### src/rtl/controle_ponto_flt.sv
// Issue-side controller for UnidadePontoFlt: serialises add/multiply requests onto the FPU
// start/finish handshake and returns results over a valid/ready port. Optional macro: FPU_TIMEOUT_EN.
module controle_ponto_flt #(
  parameter int unsigned TIMEOUT_CYCLES = 1024
) (
  input  logic        clk,
  input  logic        rst,
  input  logic        req_valid,
  output logic        req_ready,
  input  logic        req_op,
  input  logic [31:0] req_a,
  input  logic [31:0] req_b,
  input  logic [4:0]  req_rd,
  output logic        fpu_start,
  output logic        fpu_multiplicando,
  output logic [31:0] fpu_a,
  output logic [31:0] fpu_b,
  input  logic [31:0] fpu_s,
  input  logic        fpu_finish,
  output logic        resp_valid,
  input  logic        resp_ready,
  output logic [31:0] resp_data,
  output logic [4:0]  resp_rd,
  output logic        resp_err,
  output logic [15:0] op_count
);

  typedef enum logic [1:0] {S_IDLE, S_WAIT, S_RESP, S_DRAIN} state_t;

  state_t      state_q, state_d;
  logic        start_q, start_d;
  logic        valid_q, valid_d;
  logic        mul_q;
  logic [31:0] a_q, b_q, data_q;
  logic [4:0]  rd_q;
  logic [15:0] cnt_q;
  logic        done_ok, done_tmo;

  assign done_ok = (state_q == S_WAIT) && fpu_finish;

`ifdef FPU_TIMEOUT_EN
  localparam int unsigned TW = $clog2(TIMEOUT_CYCLES) + 1;
  logic [TW-1:0] tmo_q;
  logic          err_q;

  assign done_tmo = (state_q == S_WAIT) && !fpu_finish && (tmo_q == TW'(TIMEOUT_CYCLES - 1));
  assign resp_err = err_q;

  always_ff @(posedge clk) begin
    if (rst || state_q != S_WAIT) begin
      tmo_q <= '0;
    end else begin
      tmo_q <= tmo_q + 1'b1;
    end
  end

  always_ff @(posedge clk) begin
    if (rst) begin
      err_q <= 1'b0;
    end else if (done_ok) begin
      err_q <= 1'b0;
    end else if (done_tmo) begin
      err_q <= 1'b1;
    end
  end
`else
  // Without the timeout build the parameter has no effect; error flag is constant low.
  localparam logic ERR_TIE = (TIMEOUT_CYCLES == 0) ? 1'b0 : 1'b0;
  assign done_tmo = 1'b0;
  assign resp_err = ERR_TIE;
`endif

  always_ff @(posedge clk) begin
    if (rst) begin
      state_q <= S_IDLE;
      start_q <= 1'b0;
      valid_q <= 1'b0;
    end else begin
      state_q <= state_d;
      start_q <= start_d;
      valid_q <= valid_d;
    end
  end

  always_comb begin
    state_d = state_q;
    unique case (state_q)
      S_IDLE:  if (req_valid) state_d = S_WAIT;
      S_WAIT:  if (done_ok || done_tmo) state_d = S_RESP;
      S_RESP:  if (resp_ready) state_d = fpu_finish ? S_DRAIN : S_IDLE;
      S_DRAIN: if (!fpu_finish) state_d = S_IDLE;
      default: state_d = S_IDLE;
    endcase
  end

  // start/valid are registered copies of the next state so the FPU sees glitch-free levels.
  always_comb begin
    req_ready = (state_q == S_IDLE);
    start_d   = (state_d == S_WAIT);
    valid_d   = (state_d == S_RESP);
  end

  always_ff @(posedge clk) begin
    if (rst) begin
      mul_q  <= 1'b0;
      a_q    <= '0;
      b_q    <= '0;
      rd_q   <= '0;
      data_q <= '0;
      cnt_q  <= '0;
    end else begin
      if (state_q == S_IDLE && req_valid) begin
        mul_q <= req_op;
        a_q   <= req_a;
        b_q   <= req_b;
        rd_q  <= req_rd;
      end
      if (done_ok) begin
        data_q <= fpu_s;
        cnt_q  <= cnt_q + 16'd1;
      end else if (done_tmo) begin
        data_q <= 32'h7FC0_0000;
      end
    end
  end

  assign fpu_start         = start_q;
  assign fpu_multiplicando = mul_q;
  assign fpu_a             = a_q;
  assign fpu_b             = b_q;
  assign resp_valid        = valid_q;
  assign resp_data         = data_q;
  assign resp_rd           = rd_q;
  assign op_count          = cnt_q;

endmodule

### config.mk
export PLATFORM = sky130hd
export DESIGN_NAME = controle_ponto_flt
export DESIGN_NICKNAME = d
export VERILOG_FILES = /design/src/rtl/controle_ponto_flt.sv
export SDC_FILE = /design/constraint.sdc
export NUM_CORES = 1
export LEC_CHECK = 0
export CAP_MARGIN = 20
export CORE_MARGIN = 2
export CORE_UTILIZATION = 45
export DETAILED_ROUTE_END_ITERATION = 8
export DONT_BUFFER_PORTS = 1
export GPL_ROUTABILITY_DRIVEN = 0
export PLACE_DENSITY_LB_ADDON = 0.15
export SLEW_MARGIN = 10
export SYNTH_ARGS = -nofsm -noshare
export SYNTH_HDL_FRONTEND = slang
export SYNTH_SLANG_ARGS = --single-unit
### constraint.sdc
create_clock -name clk -period 1.6 [get_ports clk]
set_input_delay 0.32 -clock clk [delete_from_list [all_inputs] [get_ports clk]]
set_output_delay 0.32 -clock clk [all_outputs]
set_load 0.02 [all_outputs]
==> results of run 1 <==
-- worst register-to-register path: cells and delay by family, from the launching register on --
family / cells / cell delay, ns
compound gates: 1 / 0.13
flops: 1 / 0.36
simple gates: 3 / 0.99
-- cell usage after synthesis --
library cell,n,share of area (%)
nand4_1,3,0.43
or4b_2,1,0.23
nor2_1,16,1.4
nand2b_1,1,0.14
o31ai_1,1,0.17
nand4_4,1,0.49
or4_1,1,0.17
or3_2,3,0.52
nor3_1,5,0.58
nand3_1,4,0.46
buf_4,1,0.17
inv_1,2,0.17
o22a_1,1,0.20
xor2_1,3,0.60
ha_1,1,0.29
nand3b_1,1,0.17
o41ai_1,1,0.20
nand2_1,213,18
a21oi_1,110,13
or3_4,1,0.26
and2_1,1,0.14
xnor2_1,6,1.2
o21ai_0,4,0.46
nor4_1,3,0.43
a31o_2,1,0.20
nand4b_1,1,0.20
buf_1,2,0.17
conb_1,1,0.086
dfxtp_1,122,56
clkbuf_1,34,2.9
and3b_1,1,0.20
-- kinds of logic after synthesis --
family                   Yosys count  synth area share, %
XOR/XNOR                           9                 1.81
buffers and inverters             39                 3.46
flip-flops                       122                 56.2
AO/OA/AOI/OAI                    118                 13.9
other                              1               0.0863
adder cells (fa/ha/maj)            1                0.288
AND/OR/NAND/NOR                  256                 24.2
-- area by class of cell --
cell class                      instances  area, um^2
Sequential cell                       122        2480
Clock inverter                         13         191
Timing Repair Buffer                   32         277
Multi-Input combinational cell        385        1790
Inverter                                2        7.51
Tap cell                              129         161
Fill cell                             881        3960
Clock buffer                           18         418
-- registers in the layout, summed over array words and instances, names as in the netlist --
register           cells
fpu_a                 32
fpu_b                 32
resp_data             32
op_count              16
resp_rd                5
state_q                2
fpu_multiplicando      1
fpu_start              1
resp_valid             1
-- layer usage --
metal  track usage [%]  wire length (um)  vias up
met5                 0                 0        -
met4              8.51               157        0
met3              10.1              1140       14
met2              34.6              5540      147
met1              22.0              4280     1657
li1                  -                 -     1807
-- power groups by stage --
stage               Sequential, mW  Combinational, mW  Clock (mW)
global route                  3.55              0.560        4.18
floorplan                     3.56              0.385           0
detailed placement            3.59              0.469           0
global placement              3.59              0.449           0
finish                        3.53              0.484        3.94
CTS                           3.53              0.491        4.00
-- path summary, 6_finish.rpt --
kind / start / endpoint / slack, ns
worst max-delay path: state_q[0]$_SDFF_PP0_ / req_ready / 0.05
worst max register to register: op_count[3]$_SDFFE_PP0P_ / op_count[15]$_SDFFE_PP0P_ / 0.05
worst min-delay path: rst / resp_data[31]$_SDFFE_PP0P_ / -0.12
worst min register to register: state_q[1]$_SDFF_PP0_ / resp_valid$_SDFF_PP0_ / 0.54
-- metrics by stage --
step	hold WS, ns	worst slack (ns)	utilization [%]	cell area, um^2	power, mW
after floorplan	0.456	0.00527	-	4380	3.94
final	-0.125	0.0489	57.3	5320	7.95
after global routing	-0.157	-0.0151	57.3	5320	8.28
after global placement	0.393	0.0730	49.7	4610	4.04
after detailed placement	0.395	0.0526	49.7	4610	4.06
after CTS	-0.140	0.0240	56.8	5270	8.02
-- timing repair --
item,CTS,global route
setup endpoints to repair,1,6
pin swaps,1,3
endpoints found under the hold margin,121,118
gates resized for setup,2,11
buffers inserted,1,3
==> metrics, run 1 <==
status=finished with violations; violated checks=hold timing; required time worst endpoint=1.28 ns; delay of the slowest critical-path stage=~0.33 ns; Yosys cell types=31; placed cell count=663; Final ANT Viol Nets=0; Worst setup EP type=output pin; DR iter-0 viols=roughly 150; Starting Density=between 40% and 50%; Area Overhead vs Synth=22.5%; final setup fails=0; sequential power share=about 44%; Worst-Skew Late Latency=0.51 ns; drt total wl=roughly 11000 um; Die Area=about 0.010 mm^2; Psw=between 2 and 2.5 mW; most common cell after layout, fill and taps aside=nand2_1; Vias/cell=5.17; Die Wd=between 100 and 150 um; core area=around 0.0093 mm^2; Int Power=between 5 and 6 mW; largest net degree at the start of global routing=between 100 and 150; port bufs=0; Worst VDD drop=around 0.65 mV; Post-Synthesis Mean Instance Area=approximately 8.0 um^2; crit-path leading delay family=flip-flops; WP data arrival=1.23 ns; post-route insts no fill=~700; worst hold margin=-0.125 ns; Hold Path Stages=1; first-pass GRT wire length=16600 um; Reg clk slew, reported paths=roughly 0.06 ns; Bufs on Longest Clock Path=2; # Max-Cap Violations=0; CTS tree=yes; syn_nets=between 600 and 700; part of the cycle the worst path needs=between 90% and 100%; hold crit path type=primary input to flip-flop; Clock Power Share=between 40% and 50%; RSZ-0062 raised after global routing=true; layout cells sized above 1=between 10% and 20%; part of the Yosys area used for sequential elements=about 56%; vias in the first global route=roughly 3400; Slew Limit Fails=0; Overflow after GRT=0; DRC=0; Startpoint Class=flip-flop; H-tree depth=4; I/O Pins=approximately 230; Final HPWL DP=~7400 um; Leak Pwr=1.95 nW; kind of critical path=flip-flop to output pin; Vias=about 3600; antenna cells=0; drt first pass iters=4; die height=102 um; Synth Instances=roughly 550; synth warn=0; fmax=645 MHz; critical path depth=3; combinational power share=approximately 6.1%; clock sink total=between 100 and 150; Slowest cell on crit path=dfxtp_2; worst-path maximum fanout=4; total clock buffers created by CTS=17; Crit path buffers/inverters=2; critical-path cell list=buf_4, nor2_4, buf_6; Total GRT Usage=about a fifth; DR WL/cell=~16 um; cell area after synthesis=around 0.0043 mm^2; initial antenna violation count=0; Post-CTS Hold Buffers=3; commonest cells after routing, fill and taps aside=nand2_1 (212), dfxtp_1 (110), a21oi_1 (107), buf_4 (26), clkbuf_16 (16); Layout Nets=around 670; final setup TNS=0 ns; clk root buf=clkbuf_8; cell row count=35; Final min period=roughly 1.6 ns; skew final=roughly 0.012 ns; Sw Ratio=25.4%; #FFs+latches synth=approximately 120; FF-to-FF path depth=4; P per Cell Area=1490 mW/mm^2; Final Hold Viols=~120
Power figures use the tool's default switching activity.
==> run 2: changes to the inputs <==
==> constraint.sdc (replaced) <==
create_clock -name clk -period 1.6 [get_ports clk]
set_input_delay 0.08 -clock clk [delete_from_list [all_inputs] [get_ports clk]]
set_output_delay 0.08 -clock clk [all_outputs]
set_load 0.02 [all_outputs]
==> run 2 against run 1 <==
Against the previous run: the run still ends with hold timing left; sequential power about the same; routed wire length down 2.3%; setup slack better by 0.015 ns; count of clock-buffer cells in the layout rose by 1; first-iteration DRC count rose by 1.3%; clock power grew 5%; critical path depth rose by 2; combinational power decreased by 2%; non-clock buffer count stayed put; fmax is 0.97% higher; via count grew 0.39%; cell count up 0.14%; critical path type is now flip-flop to flip-flop; largest cell class unchanged.
==> metrics, run 2 (same netlist as run 1, synthesis figures left out) <==
RSZ-0062 raised after global routing=false (was true); total clock buffers created by CTS=17 (unchanged); largest net degree at the start of global routing=124 (unchanged); clk root buf=clkbuf_8 (unchanged); CTS tree=yes (unchanged); DRC=0 (unchanged); DR iter-0 viols=154 (was 152); post-route insts no fill=702 (was 701); Leak Pwr=1.97 nW (was 1.95 nW); vias in the first global route=3433 (was 3417); Startpoint Class=flip-flop (unchanged); drt first pass iters=4 (unchanged); Final Hold Viols=118 (unchanged); Post-CTS Hold Buffers=5 (was 3); die height=102 um (unchanged); Final HPWL DP=7420 um (about the same); Place WS=0.0410 ns (was 0.0526 ns); Overflow after GRT=0 (unchanged); clock sink total=122 (unchanged); Vias/cell=5.18 (was 5.17); antenna cells=0 (unchanged); WP data arrival=1.97 ns (was 1.23 ns); Slew Limit Fails=0 (unchanged); first-pass GRT wire length=16300 um (was 16600 um); final setup fails=0 (unchanged); placed cell count=664 (was 663); drt total wl=10900 um (was 11100 um); Worst-Skew Late Latency=0.51 ns (about the same); Tot Pwr=8.14 mW (was 7.95 mW); Worst VDD drop=0.856 mV (was 0.649 mV); Final ANT Viol Nets=0 (unchanged); required time worst endpoint=2.03 ns (was 1.28 ns); critical-path cell list=and3b_2, nand3_1, buf_4, or4_1, a21oi_1 (was buf_4, nor2_4, buf_6); Reg clk slew, reported paths=0.06 ns (about the same); cell row count=35 (unchanged); Area Overhead vs Synth=23.4% (was 22.5%); layout cells sized above 1=14.5% (was 15.0%); Worst setup EP type=flip-flop (was output pin); Vias=3639 (was 3625); commonest cells after routing, fill and taps aside=nand2_1 (212), dfxtp_1 (112), a21oi_1 (108), buf_4 (25), clkbuf_16 (16) (was nand2_1 (212), dfxtp_1 (110), a21oi_1 (107), buf_4 (26), clkbuf_16 (16)); initial antenna violation count=0 (unchanged); core area=0.00928 mm^2 (unchanged); Layout Nets=668 (unchanged); most common cell after layout, fill and taps aside=nand2_1 (unchanged); Final min period=1.54 ns (was 1.55 ns); delay of the slowest critical-path stage=0.48 ns (was 0.33 ns); DR WL/cell=15.5 um (was 15.9 um); status=finished with violations (unchanged); Die Wd=102 um (unchanged); Fillers=878 (was 881); worst-path maximum fanout=5 (was 4); Slowest cell on crit path=or4_1 (was dfxtp_2); skew final=0.0113 ns (was 0.0121 ns); hold crit path type=primary input to flip-flop (unchanged); fmax=651 MHz (was 645 MHz); violated checks=hold timing (unchanged); P per Cell Area=1520 mW/mm^2 (was 1490 mW/mm^2); I/O Pins=229 (unchanged); H-tree depth=4 (unchanged); Starting Density=46.8% (unchanged); part of the cycle the worst path needs=96.0% (was 96.9%); Bufs on Longest Clock Path=2 (unchanged); worst hold margin=-0.359 ns (was -0.125 ns); setup ws final=0.0638 ns (was 0.0489 ns); # Max-Cap Violations=0 (unchanged); Die Area=0.0105 mm^2 (unchanged); port bufs=0 (unchanged); Total GRT Usage=20.2% (was 20.5%); kind of critical path=flip-flop to flip-flop (was flip-flop to output pin); final setup TNS=0 ns (unchanged)
## run 2: cell count changes in the layout (fill, tap and decap cells not counted), moves of 2 or more
cell,before,now
clkbuf_8,1,3
inv_4,2,0
dfxtp_1,110,112
dlygate4sd3_1,3,5
dfxtp_2,4,2
## run 2: layout make-up
type | count | area, um^2 | area share (%)
inverters | 2 | 7.51 | 0.140
clock buffers | 19 | 442 | 8.24
well taps | 129 | 161 | 3.01
multi-input cells | 385 | 1780 | 33.3
clock inverters | 13 | 214 | 3.99
flip-flops and latches | 122 | 2470 | 46.2
repair buffers | 32 | 278 | 5.18
## run 2: power by group
group | internal (mW) | leakage [nW] | switching [mW]
Combinational | 0.181 | 0.647 | 0.293
Sequential | 3.20 | 1.00 | 0.322
Clock | 2.79 | 0.315 | 1.36
## run 2: per-layer routing
layer | vias up | GRT usage (%) | part of all wire [%]
met2 | 160 | 34.2 | 49
li1 | 1817 | - | -
met3 | 16 | 9.92 | 12
met4 | 0 | 8.82 | 1.8
met1 | 1646 | 21.2 | 37
met5 | - | 0 | 0
## run 2: repair_timing
action                                  4_1_cts  5_1_grt
setup buffers                                 0        1
endpoints found under the setup margin        0        5
gates resized for setup                       0        8
endpoints found under the hold margin       122      118
## run 2: final timing paths
path,from,to,slack (ns),cells past startpoint
max,state_q[0]$_SDFF_PP0_,op_count[15]$_SDFFE_PP0P_,0.06,5
min,rst,op_count[10]$_SDFFE_PP0P_,-0.36,1
max reg2reg,state_q[0]$_SDFF_PP0_,op_count[15]$_SDFFE_PP0P_,0.06,5
min reg2reg,resp_data[8]$_SDFFE_PP0P_,resp_data[8]$_SDFFE_PP0P_,0.55,2
## run 2: through the flow
step	utilization, %	instance area, um^2
4_1_cts	57.4	5330
6_report	57.7	5360
2_1_floorplan	-	4380
3_5_place_dp	49.8	4620
5_1_grt	57.7	5360
3_3_place_gp	49.8	4620
## run 2: critical path, delay by kind of cell, from the launching register on
family | cells | cell delay, ns
flops | 1 | 0.36
simple gates | 3 | 0.81
buf+inv | 1 | 0.17
compound gates | 1 | 0.13
